### src/rtl/latch_bank_ctrl_pkg.sv
// Shared types and width helpers for the latch bank write controller.
// FSM state encoding plus address and pulse-counter width functions.
package latch_bank_ctrl_pkg;

    typedef enum logic [1:0] {
        StIdle  = 2'd0,
        StSetup = 2'd1,
        StOpen  = 2'd2,
        StHold  = 2'd3
    } state_e;

    // Never return zero so a one-entry or one-cycle configuration still gets a 1-bit field.
    function automatic int unsigned clog2_min1(input int unsigned n);
        return (n <= 1) ? 1 : $clog2(n);
    endfunction

    function automatic int unsigned addr_width(input int unsigned depth);
        return clog2_min1(depth);
    endfunction

    function automatic int unsigned cnt_width(input int unsigned pulse_cyc);
        return clog2_min1(pulse_cyc);
    endfunction

endpackage

### src/rtl/latch_bank_ctrl_if.sv
// Requester/latch-array bundle for the latch bank write controller.
// master = requesting side (and observer), slave = controller.
interface latch_bank_ctrl_if
    import latch_bank_ctrl_pkg::*;
#(
    parameter int unsigned NREQ  = 4,
    parameter int unsigned DEPTH = 8,
    parameter int unsigned WIDTH = 8
);
    localparam int unsigned AW = addr_width(DEPTH);

    logic [NREQ-1:0]       req;
    logic [NREQ*AW-1:0]    req_addr;
    logic [NREQ*WIDTH-1:0] req_data;
    logic [NREQ-1:0]       gnt;
    logic [NREQ-1:0]       ack;
    logic                  err;
    logic [DEPTH-1:0]      lat_en;
    logic [WIDTH-1:0]      lat_d;
    logic                  busy;

    modport master (
        output req, req_addr, req_data,
        input  gnt, ack, err, lat_en, lat_d, busy
    );

    modport slave (
        input  req, req_addr, req_data,
        output gnt, ack, err, lat_en, lat_d, busy
    );

endinterface

### src/rtl/latch_bank_ctrl_rr_arbiter.sv
// Combinational round-robin arbiter: scans from ptr upward, skipping masked requesters.
// Produces a one-hot grant, the winner index and a valid flag.
module latch_bank_ctrl_rr_arbiter
    import latch_bank_ctrl_pkg::*;
#(
    parameter  int unsigned NREQ = 4,
    localparam int unsigned IW   = clog2_min1(NREQ)
) (
    input  logic [NREQ-1:0] req,
    input  logic [NREQ-1:0] inel,
    input  logic [IW-1:0]   ptr,
    input  logic            en,
    output logic [NREQ-1:0] gnt,
    output logic [IW-1:0]   idx,
    output logic            valid
);

    always_comb begin
        int unsigned j;
        j     = 0;
        gnt   = '0;
        idx   = '0;
        valid = 1'b0;
        for (int unsigned k = 0; k < NREQ; k++) begin
            j = (32'(ptr) + k) % NREQ;
            if (en && !valid && req[j] && !inel[j]) begin
                valid  = 1'b1;
                gnt[j] = 1'b1;
                idx    = IW'(j);
            end
        end
    end

endmodule

### src/rtl/latch_bank_ctrl.sv
// Write controller for a bank of level-sensitive latches: arbitrates requesters and
// sequences each write as setup -> enable pulse -> hold, with registered outputs.
module latch_bank_ctrl
    import latch_bank_ctrl_pkg::*;
#(
    parameter int unsigned NREQ      = 4,
    parameter int unsigned DEPTH     = 8,
    parameter int unsigned WIDTH     = 8,
    parameter int unsigned PULSE_CYC = 2
) (
    input logic              clk,
    input logic              rst_n,
    latch_bank_ctrl_if.slave bus
);

    localparam int unsigned AW = addr_width(DEPTH);
    localparam int unsigned CW = cnt_width(PULSE_CYC);
    localparam int unsigned IW = clog2_min1(NREQ);

    state_e           state_q, state_d;
    logic [CW-1:0]    cnt_q, cnt_d;
    logic [AW-1:0]    addr_q, addr_d;
    logic [WIDTH-1:0] data_q, data_d;
    logic [IW-1:0]    rr_q, rr_d;
    logic [NREQ-1:0]  inel_q, inel_d;

    logic [NREQ-1:0]  gnt_q, gnt_d;
    logic [NREQ-1:0]  ack_q, ack_d;
    logic             err_q, err_d;
    logic [DEPTH-1:0] lat_en_q, lat_en_d;
    logic [WIDTH-1:0] lat_d_q, lat_d_d;
    logic             busy_q, busy_d;

    logic [NREQ-1:0]  arb_gnt;
    logic [IW-1:0]    arb_idx;
    logic             arb_valid;
    logic [DEPTH-1:0] addr_dec;
    logic             in_range;

    latch_bank_ctrl_rr_arbiter #(
        .NREQ (NREQ)
    ) u_arb (
        .req   (bus.req),
        .inel  (inel_q),
        .ptr   (rr_q),
        .en    (state_q == StIdle),
        .gnt   (arb_gnt),
        .idx   (arb_idx),
        .valid (arb_valid)
    );

    // An address with no matching entry decodes to all-zero, which doubles as the range check.
    always_comb begin
        addr_dec = '0;
        for (int unsigned i = 0; i < DEPTH; i++) begin
            if (addr_q == AW'(i)) addr_dec[i] = 1'b1;
        end
    end

    assign in_range = |addr_dec;

    always_ff @(posedge clk or negedge rst_n) begin
        if (!rst_n) begin
            state_q  <= StIdle;
            cnt_q    <= '0;
            addr_q   <= '0;
            data_q   <= '0;
            rr_q     <= '0;
            inel_q   <= '0;
            gnt_q    <= '0;
            ack_q    <= '0;
            err_q    <= 1'b0;
            lat_en_q <= '0;
            lat_d_q  <= '0;
            busy_q   <= 1'b0;
        end else begin
            state_q  <= state_d;
            cnt_q    <= cnt_d;
            addr_q   <= addr_d;
            data_q   <= data_d;
            rr_q     <= rr_d;
            inel_q   <= inel_d;
            gnt_q    <= gnt_d;
            ack_q    <= ack_d;
            err_q    <= err_d;
            lat_en_q <= lat_en_d;
            lat_d_q  <= lat_d_d;
            busy_q   <= busy_d;
        end
    end

    always_comb begin
        state_d = state_q;
        cnt_d   = cnt_q;
        addr_d  = addr_q;
        data_d  = data_q;
        rr_d    = rr_q;
        // The requester finishing in HOLD sits out the first IDLE cycle.
        inel_d  = (state_q == StHold) ? gnt_q : '0;
        unique case (state_q)
            StIdle: begin
                if (arb_valid) begin
                    state_d = StSetup;
                    addr_d  = bus.req_addr[32'(arb_idx)*AW +: AW];
                    data_d  = bus.req_data[32'(arb_idx)*WIDTH +: WIDTH];
                    rr_d    = (32'(arb_idx) == NREQ - 1) ? '0 : arb_idx + IW'(1);
                end
            end
            StSetup: begin
                if (in_range) begin
                    state_d = StOpen;
                    cnt_d   = CW'(PULSE_CYC - 1);
                end else begin
                    state_d = StHold;
                end
            end
            StOpen: begin
                if (cnt_q == '0) state_d = StHold;
                else             cnt_d   = cnt_q - CW'(1);
            end
            StHold:  state_d = StIdle;
            default: state_d = StIdle;
        endcase
    end

    // Outputs are decoded from the next state so they line up with the state register.
    always_comb begin
        gnt_d = '0;
        if (state_q == StIdle) begin
            if (arb_valid) gnt_d = arb_gnt;
        end else if (state_d != StIdle) begin
            gnt_d = gnt_q;
        end
        ack_d    = (state_d == StHold) ? gnt_q : '0;
        err_d    = (state_d == StHold) && !in_range;
        lat_en_d = (state_d == StOpen) ? addr_dec : '0;
        lat_d_d  = (state_d != StIdle) ? data_d : lat_d_q;
        busy_d   = (state_d != StIdle);
    end

    assign bus.gnt    = gnt_q;
    assign bus.ack    = ack_q;
    assign bus.err    = err_q;
    assign bus.lat_en = lat_en_q;
    assign bus.lat_d  = lat_d_q;
    assign bus.busy   = busy_q;

endmodule

### src/flat_wrapper.sv
// flat-port wrapper written by rule: the top's interface ports become plain ports
module latch_bank_ctrl_flat import latch_bank_ctrl_pkg::*;
#(
    parameter int unsigned NREQ      = 4,
    parameter int unsigned DEPTH     = 8,
    parameter int unsigned WIDTH     = 8,
    parameter int unsigned PULSE_CYC = 2
)
  (clk, rst_n, bus_req, bus_req_addr, bus_req_data, bus_gnt, bus_ack, bus_err, bus_lat_en, bus_lat_d, bus_busy);
  latch_bank_ctrl_if #(.NREQ(NREQ), .DEPTH(DEPTH), .WIDTH(WIDTH)) bus_i ();
  input logic clk;
  input logic rst_n;
  input wire logic [$bits(bus_i.req)-1:0] bus_req;
  input wire logic [$bits(bus_i.req_addr)-1:0] bus_req_addr;
  input wire logic [$bits(bus_i.req_data)-1:0] bus_req_data;
  output wire logic [$bits(bus_i.gnt)-1:0] bus_gnt;
  output wire logic [$bits(bus_i.ack)-1:0] bus_ack;
  output wire logic [$bits(bus_i.err)-1:0] bus_err;
  output wire logic [$bits(bus_i.lat_en)-1:0] bus_lat_en;
  output wire logic [$bits(bus_i.lat_d)-1:0] bus_lat_d;
  output wire logic [$bits(bus_i.busy)-1:0] bus_busy;
  assign bus_i.req = bus_req;
  assign bus_i.req_addr = bus_req_addr;
  assign bus_i.req_data = bus_req_data;
  assign bus_gnt = bus_i.gnt;
  assign bus_ack = bus_i.ack;
  assign bus_err = bus_i.err;
  assign bus_lat_en = bus_i.lat_en;
  assign bus_lat_d = bus_i.lat_d;
  assign bus_busy = bus_i.busy;
  latch_bank_ctrl #(.NREQ(NREQ), .DEPTH(DEPTH), .WIDTH(WIDTH), .PULSE_CYC(PULSE_CYC)) u_core (.clk(clk), .rst_n(rst_n), .bus(bus_i));
endmodule
### config.mk
export PLATFORM = sky130hd
export DESIGN_NAME = latch_bank_ctrl_flat
export DESIGN_NICKNAME = d
export VERILOG_FILES = /design/src/rtl/latch_bank_ctrl_pkg.sv /design/src/rtl/latch_bank_ctrl_if.sv /design/src/rtl/latch_bank_ctrl_rr_arbiter.sv /design/src/rtl/latch_bank_ctrl.sv /design/src/flat_wrapper.sv
export SDC_FILE = /design/constraint.sdc
export NUM_CORES = 1
export LEC_CHECK = 0
export CAP_MARGIN = 40
export CORE_MARGIN = 2
export CORE_UTILIZATION = 40
export DETAILED_ROUTE_END_ITERATION = 16
export DONT_BUFFER_PORTS = 1
export PLACE_DENSITY = 0.65
export REMOVE_ABC_BUFFERS = 1
export SYNTH_ARGS = -nofsm -noshare
export SYNTH_HDL_FRONTEND = slang
export SYNTH_SLANG_ARGS = --single-unit
### constraint.sdc
create_clock -name clk -period 3.6 [get_ports clk]
set_input_delay 0 -clock clk [delete_from_list [all_inputs] [get_ports clk]]
set_output_delay 0 -clock clk [all_outputs]
set_load 0.005 [all_outputs]
# Word-level counts from Yosys, hierarchy flattened
# Index checks and enable logic that the tools add are counted.
# totals
regBits,46
wordCells,137
input_bits,50
# op_classes
n_eq_ne,15
bitwise,3
mux,60
n_mul,1
n_reduce_logical,31
n_lt_le_gt_ge,8
n_addsub,5
n_shift,2
# op_table
operator,n
2-to-1 mux 4 bit,9
variable part select 32 x 6 -> 8 bit,1
2-to-1 mux 1 bit,27
2-to-1 mux 8 bit,3
binary-select mux 1 bit (select 2 bit),8
logical AND 1 bit,16
2-to-1 mux 2 bit,7
"equality test 3 bit, second input constant",4
"< comparator 2 x 3 -> 1 bit, second input constant",4
bitwise OR 4 bit,3
variable part select 12 x 5 -> 3 bit,1
"equality test 2 bit, second input constant",5
demux 1 bit (select 2 bit),4
">= comparator 2 x 1 -> 1 bit, second input constant",4
zero test 1 bit,8
one-hot mux 2 bit (4 select lines),1
OR reduction 8 bit,1
"equality test 3 x 2 -> 1 bit, second input constant",2
"adder 2 x 1 -> 2 bit, second input constant",2
"adder 2 bit, second input constant",2
"multiplier 2 x 2 -> 4 bit, second input constant",1
AND reduction 2 bit,2
nonzero test 2 bit,2
"equality test 3 x 1 -> 1 bit, second input constant",1
7 further kinds,7

# Longest topological paths before layout
# Gate-level depths: netlist of run 1.
# logic_depth
depth_word,25
mapped_depth,11
depth_no_buf,9

# Hierarchy
# From an unflattened synthesis of run 1, not the netlist that was laid out.
# unflattened
hier_cells,193
hier_area_um2,2526.2
# by_module_without_submodules
module,n_inst,cells_per_inst,area_each_um2,seq_area_each_um2
latch_bank_ctrl,1,124,1986.9,1151.1
latch_bank_ctrl_rr_arbiter,1,69,539.3,0.0

# Worst setup path before layout of run 1
# No wires, ideal clock.
# synth_timing
path_type,register to register
from,reg u_core.rr_q[1]
to,"reg u_core.lat_d_q[3], in the netlist u_core.bus.lat_d[3]"
t_required_ns,3.463
path_stages_with_launch,11
slack_ns,0.640
arrival_time_ns,2.823
path_cell_list,dfrtp_1 -> clkbuf_1 -> inv_1 -> ha_1 -> mux4_2 -> a31o_1 -> o32a_4 -> buf_6 -> mux2_4 -> o221ai_2 -> a21oi_1
# synth_between
elab_chain_cells,23
# synth_rtl
element,line,source
from (decl),latch_bank_ctrl.sv:24,"logic [IW-1:0] rr_q, rr_d;"
from (signal assigned),latch_bank_ctrl.sv:81,rr_q <= rr_d;
binary-select mux 1 bit (select 2 bit),latch_bank_ctrl_rr_arbiter.sv:26,if (en && !valid && req[j] && !inel[j]) begin
2-to-1 mux 1 bit (implied by the code),latch_bank_ctrl_rr_arbiter.sv:26,
logical AND 1 bit / zero test 1 bit (equally long branches),latch_bank_ctrl_rr_arbiter.sv:26,
logical AND 1 bit,latch_bank_ctrl_rr_arbiter.sv:26,
2-to-1 mux 1 bit,latch_bank_ctrl_rr_arbiter.sv:26,
zero test 1 bit,latch_bank_ctrl_rr_arbiter.sv:26,
logical AND 1 bit (3 in a row),latch_bank_ctrl_rr_arbiter.sv:26,
2-to-1 mux 1 bit,latch_bank_ctrl_rr_arbiter.sv:26,
zero test 1 bit,latch_bank_ctrl_rr_arbiter.sv:26,
logical AND 1 bit (3 in a row),latch_bank_ctrl_rr_arbiter.sv:26,
2-to-1 mux 1 bit,latch_bank_ctrl_rr_arbiter.sv:26,
zero test 1 bit,latch_bank_ctrl_rr_arbiter.sv:26,
logical AND 1 bit (3 in a row),latch_bank_ctrl_rr_arbiter.sv:26,
2-to-1 mux 2 bit / 2-to-1 mux 1 bit (equally long branches),latch_bank_ctrl_rr_arbiter.sv:26,
variable part select 32 x 6 -> 8 bit / 2-to-1 mux 2 bit (equally long branches),"latch_bank_ctrl.sv:105, latch_bank_ctrl.sv:102",
2-to-1 mux 8 bit / one-hot mux 2 bit (4 select lines) (equally long branches),"latch_bank_ctrl.sv:102, latch_bank_ctrl.sv:100",
2-to-1 mux 8 bit / nonzero test 2 bit (equally long branches),"latch_bank_ctrl.sv:100, latch_bank_ctrl.sv:137",
to (signal assigned),latch_bank_ctrl.sv:87,lat_d_q <= lat_d_d;
to (decl),latch_bank_ctrl.sv:31,"logic [WIDTH-1:0] lat_d_q, lat_d_d;"
# Parallel ways exist; a longest one is shown, timed or not. The select of a mux whose other input is x is not followed.
# A chain may end at the register's enable or synchronous reset.

# Worst setup path in the final report of run 1
# layout_timing
from,reg u_core.rr_q[1]
to,reg u_core.addr_q[0]
# layout_between
elab_chain_cells,22
# layout_rtl
element,line,source
binary-select mux 1 bit (select 2 bit),latch_bank_ctrl_rr_arbiter.sv:26,
2-to-1 mux 1 bit (implied by the code),latch_bank_ctrl_rr_arbiter.sv:26,
logical AND 1 bit / zero test 1 bit (equally long branches),latch_bank_ctrl_rr_arbiter.sv:26,
logical AND 1 bit,latch_bank_ctrl_rr_arbiter.sv:26,
2-to-1 mux 1 bit,latch_bank_ctrl_rr_arbiter.sv:26,
zero test 1 bit,latch_bank_ctrl_rr_arbiter.sv:26,
logical AND 1 bit (3 in a row),latch_bank_ctrl_rr_arbiter.sv:26,
2-to-1 mux 1 bit,latch_bank_ctrl_rr_arbiter.sv:26,
zero test 1 bit,latch_bank_ctrl_rr_arbiter.sv:26,
logical AND 1 bit (3 in a row),latch_bank_ctrl_rr_arbiter.sv:26,
2-to-1 mux 1 bit,latch_bank_ctrl_rr_arbiter.sv:26,
zero test 1 bit,latch_bank_ctrl_rr_arbiter.sv:26,
logical AND 1 bit (3 in a row),latch_bank_ctrl_rr_arbiter.sv:26,
2-to-1 mux 2 bit,latch_bank_ctrl_rr_arbiter.sv:26,
multiplier 2 x 2 -> 4 bit,latch_bank_ctrl.sv:104,addr_d = bus.req_addr[32'(arb_idx)*AW +: AW];
variable part select 12 x 5 -> 3 bit,latch_bank_ctrl.sv:104,
to (signal assigned),latch_bank_ctrl.sv:79,addr_q <= addr_d;
to (decl),latch_bank_ctrl.sv:22,"logic [AW-1:0] addr_q, addr_d;"
# Parallel ways exist; a longest one is shown, timed or not. The select of a mux whose other input is x is not followed.

==> results of run 1 <==
[worst min-delay path, delay by kind of cell]
family | cells | cell delay (ns)
compound gates | 1 | 0.08
simple gates | 2 | 0.19
[final timing paths]
check | cells past startpoint | start | end
max reg2reg | 9 | u_core.rr_q[1] | u_core.addr_q[0]
min | 3 | bus_req_data[6] | u_core.data_q[6]
min reg2reg | 2 | u_core.data_q[2] | u_core.data_q[2]
max | 9 | u_core.rr_q[1] | u_core.addr_q[0]
max in group asynchronous | 2 | rst_n | u_core.inel_q[0]
min in group asynchronous | 2 | rst_n | u_core.bus.ack[3]
[sequential cells by signal (all words and copies together) (netlist names), 3 cells and up]
| signal | cells |
|---|---|
| u_core.bus.gnt | 4 |
| u_core.addr_q | 3 |
| u_core.bus.lat_d | 8 |
| u_core.inel_q | 4 |
| u_core.bus.ack | 4 |
| u_core.data_q | 8 |
| u_core.bus.lat_en | 8 |
[power by group through the flow]
stage / Combinational [mW] / Sequential [mW] / Clock, mW
2_1_floorplan: 1.23 / 0.893 / 0
3_3_place_gp: 1.61 / 0.913 / 0
3_5_place_dp: 1.65 / 0.921 / 0
4_1_cts: 1.73 / 0.910 / 0.367
5_1_grt: 1.98 / 0.937 / 0.384
6_report: 1.75 / 0.904 / 0.352
[stage by stage]
stage	std cells	worst slack (ns)	instance area, um2
floorplan	246	0.695	2560
global placement	328	0.725	2690
detailed placement	328	0.638	2690
CTS	344	0.116	2900
global route	344	0.0946	2910
finish	344	0.279	2910
[kinds of logic (layout without fill, tap and decap cells)]
family                   after synthesis  count (layout)  synth area share, %
adder cells (fa/ha/maj)                8               8                 3.81
flip-flops                            46              46                 43.9
AO/OA/AOI/OAI                         67              67                 19.4
AND/OR/NAND/NOR                      101             101                 20.3
multiplexers                          16              16                 8.53
other                                  1               1                0.143
buffers and inverters                 18              26                 3.29
XOR/XNOR                               2               2                0.667
[cells in the final DEF, fill, tap and decap left out, types with 3 or more instances in the layout]
master	count
o22ai_1	4
or4_1	8
a21oi_1	14
buf_4	5
nor2_1	32
mux2_2	5
and3_1	8
dlygate4sd3_1	7
ha_1	8
or3_1	16
mux2_4	4
nand2b_1	5
o221ai_2	4
nand2_1	14
dfrtp_1	46
nand3_1	4
inv_1	4
clkbuf_8	7
o221ai_1	4
o21ai_0	12
a22oi_1	8
mux2i_1	4
nor2b_1	5
a221o_1	4
mux4_2	3
[timing repair]
action	CTS	global route
setup endpoints to repair	0	3
resized for setup	0	2
endpoints found under the hold margin	49	0
hold buffers	8	0
[layout make-up]
cell class                      instances  share of cell area [%]
Sequential cell                        46                    39.5
Clock inverter                          1                   0.301
Multi-Input combinational cell        195                    48.2
Timing Repair Buffer                   13                    4.64
Tap cell                               77                    3.31
Clock buffer                            7                    3.31
Inverter                                5                   0.731
[layer usage]
| metal | track usage (%) | vias up | wire (um) |
|---|---|---|---|
| li1 | - | 977 | - |
| met1 | 23.4 | 993 | 2770 |
| met2 | 30.0 | 79 | 3100 |
| met3 | 5.06 | 10 | 373 |
| met4 | 7.79 | 0 | 132 |
| met5 | 0 | - | 0 |
==> metrics.yaml, run 1 <==
critical_path:
  crit_top_cell: "a211oi_1"
  crit_path_end_kind: "flip-flop"
  cp_num_buf_inv: 2
  critPathKind: "flip-flop to flip-flop"
  cp.arrival_ns: 3.56
  path_cells: "inv_1, ha_1, mux4_2, a31o_1, o32ai_4, and2_1, a211oi_1, a211oi_1, dlygate4sd3_1"
  r2r_slack_ns: 0.28
  slowest_delay_ns: 0.59
  cp-start-kind: "flip-flop"
  required_ns: 3.84
  crit_family: "compound AO/OA/AOI/OAI gates"
  cp_max_fo: 13
  slowest_stage: "dlygate4sd3_1"
clock_tree:
  clk_pin_slew_worst_paths_ns: 0.09
  cts.sinks: 46
  postCtsSetupBuffers: 0
  clk_path_buf_depth: 2
  cts_max_level: 2
  cts_tree: "yes"
  numCtsBuffers: 5
  clock_latency_ns: 0.30
  ctsRootBufferMaster: "clkbuf_8"
power:
  switchingPower_mw: 1.36
  pwr-share-comb_pct: 58.2
  switching_share_pct: 45.2
  p_per_area_nw_per_um2: 1030
  peakVddDrop_uv: 402
  p_leak_nw: 1.23
  clkPwrFrac_pct: 11.7
  power_mw: 3.01
  p_int_mw: 1.65
  p_seq_share_pct: 30.1
sta:
  fin_skew_ns: 0.0106
  setup_tns_ns: 0
  tightest_slew_ns: 0.844
  slew_violations: 0
  fmax_mhz: 301
  rsz0062_at_grt: "false"
  finalSetupViolCount: 0
  slew_headroom_pct: 43.3
  period_needed_ns: 3.32
  whs_ns: 0.0131
  hold_viol: 0
  final.period_utilization_pct: 92.3
placed_design:
  gp_congestion: 0.824
  port_buffers: 0
  hpwlAfterDp_um: 4390
synth:
  synth_seq_cells: 46
  synth_top_area_share_pct: 43.9
  yosysSeqAreaShare_pct: 43.9
  syn-instance-count: 259
  yosysTopAreaCell: "dfrtp_1"
  synth_cell_type_count: 49
  ys_warn_count: 0
  synthTopCellsByArea: "dfrtp_1, nor2_1, ha_1"
  avgSynthCellArea_um2: 10.1
  synth.most_common_cell: "dfrtp_1"
  synth_commonest_cells: "dfrtp_1, nor2_1, or3_1"
  synthesis.area_um2: 2630
  synth_edf_count: 0
  synthFlopType: "dfrtp_1"
  synth-async-reset-ratio_pct: 100
global_route:
  grt_max_degree: 47
  track_usage_pct: 18.6
  overflow: 0
  antenna_found_initial: 0
  first_global_vias: 2113
  grt_pass1_wl_um: 10600
cells_and_area:
  drive_gt1_share_pct: 14.2
  final-seq-area_um2: 1150
  finish.utilization_pct: 45.9
  antenna-diode-count: 0
  multi_input_area_um2: 1400
  nNetsFinal: 324
  fill_cells: 602
  syn2layout_area_growth_pct: 10.9
floorplan:
  rows: 29
  die_w_um: 85.0
  core_um2: 6350
  die_y_um: 85.0
  num_io_pins: 76
  initial_utilization_pct: 41.3
  die_area_um2: 7230
drt:
  drc: 0
  via_count: 2059
  wl_per_cell_um: 18.6
  routed_wl_um: 6380
  via_per_inst: 5.99
  first_iter_violations: 100
  ant_nets: 0
  dr.pass1.iters: 4
status:
  status: "complete, no violations"
flow_run:
  drv_cap: 0
worst_hold_path:
  min-delay-path-class: "input port to flip-flop"
Note: power is estimated with default switching activity, not from simulation.
==> run 2: changes to the inputs <==
--- a/config.mk
+++ b/config.mk
@@ -11,7 +11,7 @@
 export DETAILED_ROUTE_END_ITERATION = 16
 export DONT_BUFFER_PORTS = 1
 export PLACE_DENSITY = 0.65
-export REMOVE_ABC_BUFFERS = 1
 export SYNTH_ARGS = -nofsm -noshare
 export SYNTH_HDL_FRONTEND = slang
+export SYNTH_HIERARCHICAL = 1
 export SYNTH_SLANG_ARGS = --single-unit
==> run 2 against run 1 <==
Against the previous run: wire length down 22%; final area down 7.1%; sequential power down 7.3%; final cell count down 20%; sequential share of layout area up 3.0 points; combinational power down 41%; register-to-register slack worse by 0.07 ns; maximum frequency down 2.1%; worst hold slack better by 0.044 ns; largest power group unchanged; critical path depth unchanged; first-iteration DRC count down 44%.
==> metrics.yaml, run 2 <==
synth:
  synthesis.area_um2: 2530
  synthFlopType: "dfrtp_1"
  synth_seq_cells: 46
  avgSynthCellArea_um2: 13.1
  yosysTopAreaCell: "dfrtp_1"
  synth_top_area_share_pct: 45.6
  yosysSeqAreaShare_pct: 45.6
  synth_nets: 248
  synthTopCellsByArea: "dfrtp_1, mux4_2, mux2_2"
  ys_warn_count: 6
  synth_edf_count: 0
  synth.most_common_cell: "dfrtp_1"
  synth-async-reset-ratio_pct: 100
  synth_cell_type_count: 50
  synth_commonest_cells: "dfrtp_1, mux2_2, nor2_1"
  syn-instance-count: 193
floorplan:
  core_um2: 6030
  num_io_pins: 76
  rows: 28
  initial_utilization_pct: 41.9
  die_area_um2: 6970
  die_w_um: 83.5
  die_y_um: 83.5
critical_path:
  crit_path_end_kind: "flip-flop"
  required_ns: 3.79
  critPathKind: "flip-flop to flip-flop"
  cp.arrival_ns: 3.58
  cp_max_fo: 13
  r2r_slack_ns: 0.21
  r2r_end: "u_core/bus.lat_d[7]"
  reg2reg_depth: 9
  cp-start-kind: "flip-flop"
  r2r-start: "u_core/rr_q[0]"
global_route:
  antenna_found_initial: 0
  grt_max_degree: 47
  first_global_vias: 1615
  grt_pass1_wl_um: 8200
  overflow: 0
  track_usage_pct: 14.8
power:
  p_per_area_nw_per_um2: 804
  switching_share_pct: 36.6
  clkPwrFrac_pct: 14.3
  power_mw: 2.17
  switchingPower_uw: 796
  peakVddDrop_uv: 466
  p_int_mw: 1.38
  pwr-share-comb_pct: 47.2
  p_seq_share_pct: 38.5
  p_leak_nw: 1.20
sta:
  period_needed_ns: 3.39
  rsz0062_at_grt: "false"
  fin_skew_ns: 0.00586
  tightest_slew_ns: 0.582
  worst_slack_ns: 0.207
  finalSetupViolCount: 0
  slew_violations: 0
  fmax_mhz: 295
  final.period_utilization_pct: 94.2
  slew_headroom_pct: 61.2
  setup_tns_ns: 0
  hold_viol: 0
cells_and_area:
  fill_cells: 554
  finish.utilization_pct: 44.9
  syn2layout_area_growth_pct: 7.08
  antenna-diode-count: 0
  nNetsFinal: 253
  final_cell_mix: "dfrtp_1, mux2_2, nor2_1, and3_1"
  drive_gt1_share_pct: 28.1
  layout.cells.most_common: "dfrtp_1"
  finalNonFillerCells: 274
placed_design:
  dp_cells: 264
  port_buffers: 0
  gp_congestion: 0.854
  dp_slack_ns: 0.190
  hpwlAfterDp_um: 3630
drt:
  first_iter_violations: 56
  dr.pass1.iters: 4
  via_count: 1607
  drc: 0
  via_per_inst: 5.86
  ant_nets: 0
  routed_wl_um: 5000
  wl_per_cell_um: 18.2
worst_hold_path:
  min-delay-path-class: "input port to flip-flop"
  hold_path_end: "u_core/addr_q[1]"
  holdCritStartpoint: "bus_req_addr[10]"
  whs_path_depth: 2
clock_tree:
  ctsRootBufferMaster: "clkbuf_8"
  clk_pin_slew_worst_paths_ns: 0.08
  cts.sinks: 46
  clock_latency_ns: 0.30
  clk_path_buf_depth: 2
  postCtsSetupBuffers: 0
  cts_tree: "yes"
  cts_max_level: 2
  numCtsBuffers: 5
status:
  status: "complete, no violations"
flow_run:
  drv_cap: 0
-- run 2: per-stage QoR --
| step | hold slack, ns | cell area (um2) |
|---|---|---|
| after detailed placement | -0.295 | 2580 |
| after floorplan | -0.296 | 2530 |
| final | 0.0571 | 2710 |
| after CTS | 0.0431 | 2710 |
| after global placement | -0.295 | 2580 |
| after global routing | 0.0567 | 2710 |
-- run 2: layout make-up --
cell class                      instances  area, um2  area share (%)
Inverter                                7       26.3           0.971
Clock buffer                            6       72.6            2.68
Sequential cell                        46       1150            42.6
Timing Repair Buffer                    9       90.1            3.33
Tap cell                               75       93.8            3.47
Multi-Input combinational cell        129       1260            46.5
Clock inverter                          2       13.8           0.509
-- run 2: worst max-delay path by stage --
stage	to	slack [ns]	start	depth (start not counted)
floorplan	u_core/bus.lat_d[0]	0.06	u_core/rr_q[1]	11
finish	u_core/bus.lat_d[7]	0.21	u_core/rr_q[0]	9
global route	u_core/bus.lat_d[7]	0.08	u_core/rr_q[0]	9
global placement	u_core/bus.lat_d[7]	0.31	u_core/rr_q[0]	9
detailed placement	u_core/bus.lat_d[7]	0.19	u_core/rr_q[0]	9
CTS	u_core/bus.lat_d[7]	0.19	u_core/rr_q[0]	9
-- run 2: timing repair --
item / CTS / global route
hold buffers: 2 / 0
hold endpoints to repair: 46 / 0
resized for setup: 0 / 0
-- run 2: metal layers --
metal / track usage, % / vias up / part of all wire, %
li1: - / 747 / -
met1: 20.0 / 794 / 45
met2: 23.5 / 60 / 49
met3: 4.06 / 6 / 5.6
met4: 4.55 / 0 / 1.2
met5: 0 / - / 0
-- run 2: cells by family (layout without fill, tap and decap cells) --
kind of cell             Yosys count  after routing  share of synthesized area (%)
AO/OA/AOI/OAI                     32             32                           10.0
XOR/XNOR                           1              1                          0.347
adder cells (fa/ha/maj)            5              5                           2.48
buffers and inverters             18             24                           5.10
flip-flops                        46             46                           45.6
multiplexers                      34             34                           22.6
other                              1              1                          0.148
AND/OR/NAND/NOR                   56             56                           13.8
-- run 2: power by group through the flow --
stage	sequential (mW)	clock, mW	combinational, mW
final	0.838	0.310	1.03
after global routing	0.866	0.338	1.13
after CTS	0.842	0.318	1.03
after detailed placement	0.851	0	1.01
after global placement	0.848	0	0.987
after floorplan	0.784	0	0.920
-- run 2: critical path, stage by stage (launching register included) --
cell	delay, ns
dfrtp_1	0.36
inv_2	0.09
ha_1	0.35
mux4_2	0.54
nand2b_2	0.24
a311oi_2	0.27
buf_4	0.28
mux4_1	0.59
mux2_2	0.29
mux2_2	0.26
